File: src/rtl/sensors_scan_acc_pkg.sv
// Shared definitions for the sensor scan accumulator and its downstream divider.
// The result width constant keeps both blocks on the same operand width.
package sensors_scan_acc_pkg;

   typedef enum logic [1:0] {
      ST_IDLE = 2'd0,
      ST_SCAN = 2'd1,
      ST_DONE = 2'd2
   } state_e;

   localparam int         RES_W        = 16;
   localparam int         FLT_W        = 8;
   localparam logic [7:0] MAX_TEMP_DEF = 8'd125;

endpackage

File: src/rtl/sensors_scan_acc.sv
// Scans the sensor array one sensor per clock and accumulates accepted readings.
// Results are loaded only when a scan completes and held stable for the divider.
module sensors_scan_acc
   import sensors_scan_acc_pkg::*;
#(
   parameter int                NUM_SENSORS = 8,
   parameter int                DATA_W      = 8,
   parameter logic [DATA_W-1:0] MAX_TEMP    = DATA_W'(MAX_TEMP_DEF),
   parameter int                SEL_W       = 5
) (
   input  logic              clk_i,
   input  logic              rst_i,
   input  logic              start_i,
   output logic [SEL_W-1:0]  sensor_sel_o,
   input  logic [DATA_W-1:0] sensor_data_i,
   input  logic              sensor_en_i,
   output logic              busy_o,
   output logic              done_o,
   output logic [RES_W-1:0]  temp_sum_o,
   output logic [RES_W-1:0]  nr_active_sensors_o,
   output logic [FLT_W-1:0]  fault_cnt_o,
   output logic              no_sensor_o
);

   localparam logic [SEL_W-1:0] LAST_IDX = SEL_W'(NUM_SENSORS - 1);

   state_e             state, state_nxt;
   logic [SEL_W-1:0]   idx;
   logic [RES_W-1:0]   sum_acc, cnt_acc;
   logic [FLT_W-1:0]   flt_acc;
   logic               rd_ok, rd_flt;

   always_ff @(posedge clk_i or posedge rst_i) begin
      if (rst_i) state <= ST_IDLE;
      else       state <= state_nxt;
   end

   always_comb begin
      state_nxt = state;
      case (state)
         ST_IDLE: if (start_i)         state_nxt = ST_SCAN;
         ST_SCAN: if (idx == LAST_IDX) state_nxt = ST_DONE;
         ST_DONE:                      state_nxt = ST_IDLE;
         default:                      state_nxt = ST_IDLE;
      endcase
   end

   always_comb begin
      busy_o       = 1'b0;
      done_o       = 1'b0;
      sensor_sel_o = '0;
      case (state)
         ST_SCAN: begin
            busy_o       = 1'b1;
            sensor_sel_o = idx;
         end
         ST_DONE: done_o = 1'b1;
         default: ;
      endcase
   end

   // Disabled sensors contribute nothing; enabled out-of-range ones count as faults only.
   assign rd_ok  = sensor_en_i && (sensor_data_i <= MAX_TEMP);
   assign rd_flt = sensor_en_i && (sensor_data_i >  MAX_TEMP);

   always_ff @(posedge clk_i or posedge rst_i) begin
      if (rst_i) begin
         idx                 <= '0;
         sum_acc             <= '0;
         cnt_acc             <= '0;
         flt_acc             <= '0;
         temp_sum_o          <= '0;
         nr_active_sensors_o <= '0;
         fault_cnt_o         <= '0;
         no_sensor_o         <= 1'b0;
      end else begin
         case (state)
            ST_IDLE: if (start_i) begin
               idx     <= '0;
               sum_acc <= '0;
               cnt_acc <= '0;
               flt_acc <= '0;
            end
            ST_SCAN: begin
               if (rd_ok) begin
                  sum_acc <= sum_acc + RES_W'(sensor_data_i);
                  cnt_acc <= cnt_acc + 1'b1;
               end
               if (rd_flt && (flt_acc != {FLT_W{1'b1}}))
                  flt_acc <= flt_acc + 1'b1;
               if (idx != LAST_IDX)
                  idx <= idx + 1'b1;
            end
            ST_DONE: begin
               temp_sum_o          <= sum_acc;
               nr_active_sensors_o <= cnt_acc;
               fault_cnt_o         <= flt_acc;
               no_sensor_o         <= (cnt_acc == '0);
            end
            default: ;
         endcase
      end
   end

endmodule

File: config.mk
export PLATFORM = sky130hd
export DESIGN_NAME = sensors_scan_acc
export DESIGN_NICKNAME = d
export VERILOG_FILES = /design/src/rtl/sensors_scan_acc_pkg.sv /design/src/rtl/sensors_scan_acc.sv
export SDC_FILE = /design/constraint.sdc
export NUM_CORES = 1
export LEC_CHECK = 0
export ABC_AREA = 1
export BUFFER_PORTS_ARGS = -buffer_cell sky130_fd_sc_hd__buf_2
export CAP_MARGIN = 10
export CORE_UTILIZATION = 30
export DETAILED_ROUTE_END_ITERATION = 16
export GPL_TIMING_DRIVEN = 0
export PLACE_DENSITY = 0.53
export SLEW_MARGIN = 20
export SYNTH_ARGS = -nofsm -noshare
export SYNTH_HDL_FRONTEND = slang
export SYNTH_SLANG_ARGS = --single-unit
export TNS_END_PERCENT = 100
File: constraint.sdc
create_clock -name clk_i -period 3.7 [get_ports clk_i]
set_input_delay 0.74 -clock clk_i [delete_from_list [all_inputs] [get_ports clk_i]]
set_output_delay 0.74 -clock clk_i [all_outputs]
set_load 0.005 [all_outputs]
==> results.md <==
- The run finished with clean final reports.
- The final number of max-transition violations is 0.
- Sorting the synthesized cells by how often they occur yields nand2_1 (163), dfrtp_1 (88), inv_1 (74).
- The peak fanout along the critical path is 10.
- The H-tree generated during clock tree synthesis spans 3 levels.
- By area the synthesized netlist is led by dfrtp_1 (48%), nand2_1 (13%), inv_1 (6.1%), o21ai_0 (5.8%), nand3_1 (4.9%).
- The setup slack of the most critical reg-to-reg path is 1720 ps.
- The number of flops mapped to enable cells by yosys is 0.
- The clock-pin slew on the worst setup and hold paths is 60 ps.
- The endpoint of the lowest-slack register-to-register path is sum_acc[8].
- The clock arrives with 8.27 ps of skew.
- Clock tree synthesis inserted a total of 9 buffers.
- For this run, the register share of the synthesized area comes to 0.483.
- The number of global-route vias before repair came to slightly below 4,000.
- The kind of end point of the critical path is an output pin.
- The total placed instance area is between 5000 and 6000 um2.
- The depth of the worst register-to-register path is 10.
- In this run, post-CTS hold repair placed 0 buffers.
- In this run the worst setup path terminates at busy_o.
- The first detailed-routing pass ran for 7 iterations.
- The antenna violation net count after detailed routing is 0.
- Of the post-synthesis cell area, the dominant cell type holds 0.483.
- The start point of the critical path is state[1].
- Yosys printed 0 warnings.
- The synthesis-to-layout area growth is 19.8%.
- For the pin with the worst max-slew slack, the measured transition is 590 ps.
- The highest ir drop seen on vdd is 0.256 mV.
- The worst min-delay path category is primary input to asynchronous set/reset pin.
- The final total negative setup slack is 0 ps.
- The first global-routing pass estimated 20.1 mm of wire.
- The combined area of the multi-input logic cells is 1980 um2.
- The overall overflow remaining after global route is 0.
- Clock latency on the worst-skew pair, taken at its later pin, is 350 ps.
- The leading area contributor after synthesis is dfrtp_1.
- Across every metal layer, demand over resource in global routing totals 0.164.
- The most used flip-flop cell after synthesis is dfrtp_1.
- Of the available clock period, the critical path in the final layout requires 0.667.
- In this run the standard cell core region covers 14,700 um2.
- The synthesized netlist occupies a cell area of 4560 um2.
- The startpoint identified for the worst register-to-register timing path is sum_acc[0].
- The number of top-level pins is 60.
- The critical path start-end classification is flip-flop to output pin.
- The row count is 44.
- Of the cells placed in the final design, the portion with a size suffix greater than 1 is 0.160.
- The analysis attributes to cell leakage a power of 2.79 nW.
- A synthesized cell averages 7.86 um2.
- The number of clock sinks seen by CTS is 88.
- The die height is approximately 130 um.
- The total number of nets in the final design is 676.
- The highest clock rate is 0.405 GHz.
- The number of antenna violations at the first check in global routing is 0.
- The max-capacitance violation count is 0.
- STA classifies the critical path startpoint as a flip-flop.
- The effective utilization at floorplan is 0.310.
- The number of antenna diodes in the final layout is 0.
- The count of buffers from port buffering is between 50 and 60.
- Setup repair after global routing left no endpoint under its margin.
- The die outline width is 125 um.
- The detailed placer's ending HPWL is 9.11 mm.
- With fillers left out, the area of the finished cells amounts to 5460 um2.
- The share of synthesized flip-flops with an asynchronous set or reset is 1.00.
- The via-per-instance ratio is 4.84.
- The synthesized instance count is 580.
- Headroom to the max-slew limit came out at 0.606.
- The floorplan step defined a die boundary enclosing between 15,000 and 20,000 um2.
- The total of cells resized after clock tree synthesis is 0.
- The initial DRC count is 242.
- The count of distinct cell types in the synthesized netlist is 32.
- The placer's final routability congestion estimate is 0.927.
- The TritonCTS clock tree is done.
- The data arrival time of the worst path is 1730 ps.
- Counting the fill cells in the layout gives 1,536.
- For this block, the via count after detailed routing is between 4,000 and 5,000.
- The cell area power density is 720 nW/um2.
- The final critical path time including I/O delays and setup is 2470 ps.
- After detailed routing, the total wire length is between 10 and 15 mm.
- Entering global routing, the biggest net connects 56 pins.
- The buffer levels on the longest clock path is 2.
- The final count of hold timing violations is 0.
- The total setup violations reported at the end of the flow is 0.
- The flip-flop and latch count after synthesis is between 80 and 90.
- The number of setup buffers added after CTS is 0.
- The number of nets in the synthesized netlist is 605.
- The sequential cell area is 2200 um2.
- For this run, design rule violations remaining after detail routing come to 0.
- The most common cell in the synthesized netlist is nand2_1.
- The critical path data required time is 2960 ps.
- After detailed routing, the average wire length per cell comes to between 10 and 15 um.
- The tree is rooted in a clkbuf_16.
## through the flow
step / hold WS [ps] / util / total power [mW] / instances / setup WS [ps]
after floorplan: 465 / - / 2.36 / 580 / 681
after global placement: 459 / 0.346 / 2.86 / 823 / -548
after detailed placement: 456 / 0.348 / 2.90 / 824 / 1240
after CTS: 380 / 0.372 / 3.98 / 840 / 1210
after global routing: 404 / 0.372 / 4.25 / 840 / 1140
final: 376 / 0.372 / 3.93 / 840 / 1230
## cell type report
type                       instances  share of cell area
sequential                        88               0.403
multi-input combinational        398               0.362
timing repair buffer              60              0.0591
inverter                          77              0.0538
tap                              184              0.0422
clock buffer                       9              0.0412
clock inverter                     7              0.0218
buffer                            17              0.0170
## cells by family (layout without fill, tap and decap cells)
| logic type | after synthesis | after routing | synth area share |
|---|---|---|---|
| buffers and inverters | 94 | 170 | 0.0837 |
| and+or+nand+nor | 297 | 297 | 0.284 |
| DFF | 88 | 88 | 0.483 |
| AOI/OAI and AO/OA | 79 | 79 | 0.0950 |
| xor gates and xnor gates | 9 | 9 | 0.0173 |
| adders and majority gates | 13 | 13 | 0.0373 |
## registers in the layout (all words and copies together) (netlist names)
| name | count |
|---|---|
| cnt_acc | 16 |
| no_sensor_o | 1 |
| temp_sum_o | 16 |
| nr_active_sensors_o | 16 |
| sum_acc | 16 |
| fault_cnt_o | 8 |
| flt_acc | 8 |
| idx | 5 |
| state | 2 |
## layout by cell type (no fill, tap or decap), drive strengths merged, types with 6 or more instances in the layout
| cell type | netlist | final |
|---|---|---|
| buf | 12 | 72 |
| inv | 77 | 78 |
| nand3 | 47 | 47 |
| xor2 | 6 | 6 |
| nand4 | 19 | 19 |
| a21oi | 14 | 14 |
| clkbuf | 5 | 14 |
| nand2 | 166 | 166 |
| nor3 | 14 | 14 |
| ha | 12 | 12 |
| o21ai | 60 | 60 |
| nor2 | 47 | 47 |
| dfrtp | 88 | 88 |
## how the worst min path moves through the flow
stage	startpoint	endpoint	slack, ps
finish	rst_i	temp_sum_o[14]	380
global route	rst_i	fault_cnt_o[7]	400
CTS	rst_i	temp_sum_o[5]	380
detailed placement	temp_sum_o[7]	temp_sum_o[7]	460
global placement	nr_active_sensors_o[2]	nr_active_sensors_o[2]	460
floorplan	fault_cnt_o[7]	fault_cnt_o[7]	470
## metal layers
layer,vias up,track usage,part of all wire
met5,-,0,0
met4,0,0.0502,0.010
met3,11,0.0304,0.046
met2,94,0.261,0.45
met1,1952,0.226,0.50
li1,2005,-,-
## power breakdown
part	switching [mW]	internal [mW]
Sequential	0.233	1.28
Combinational	0.835	0.524
Clock	0.399	0.661
Total	1.47	2.46
## critical path, cell delays in order (launching register included)
cell	delay (ps)
dfrtp_1	370
inv_2	80
nand2_2	160
inv_1	240
buf_2	350
buf_2	180
(Power assumes the default switching activity.)
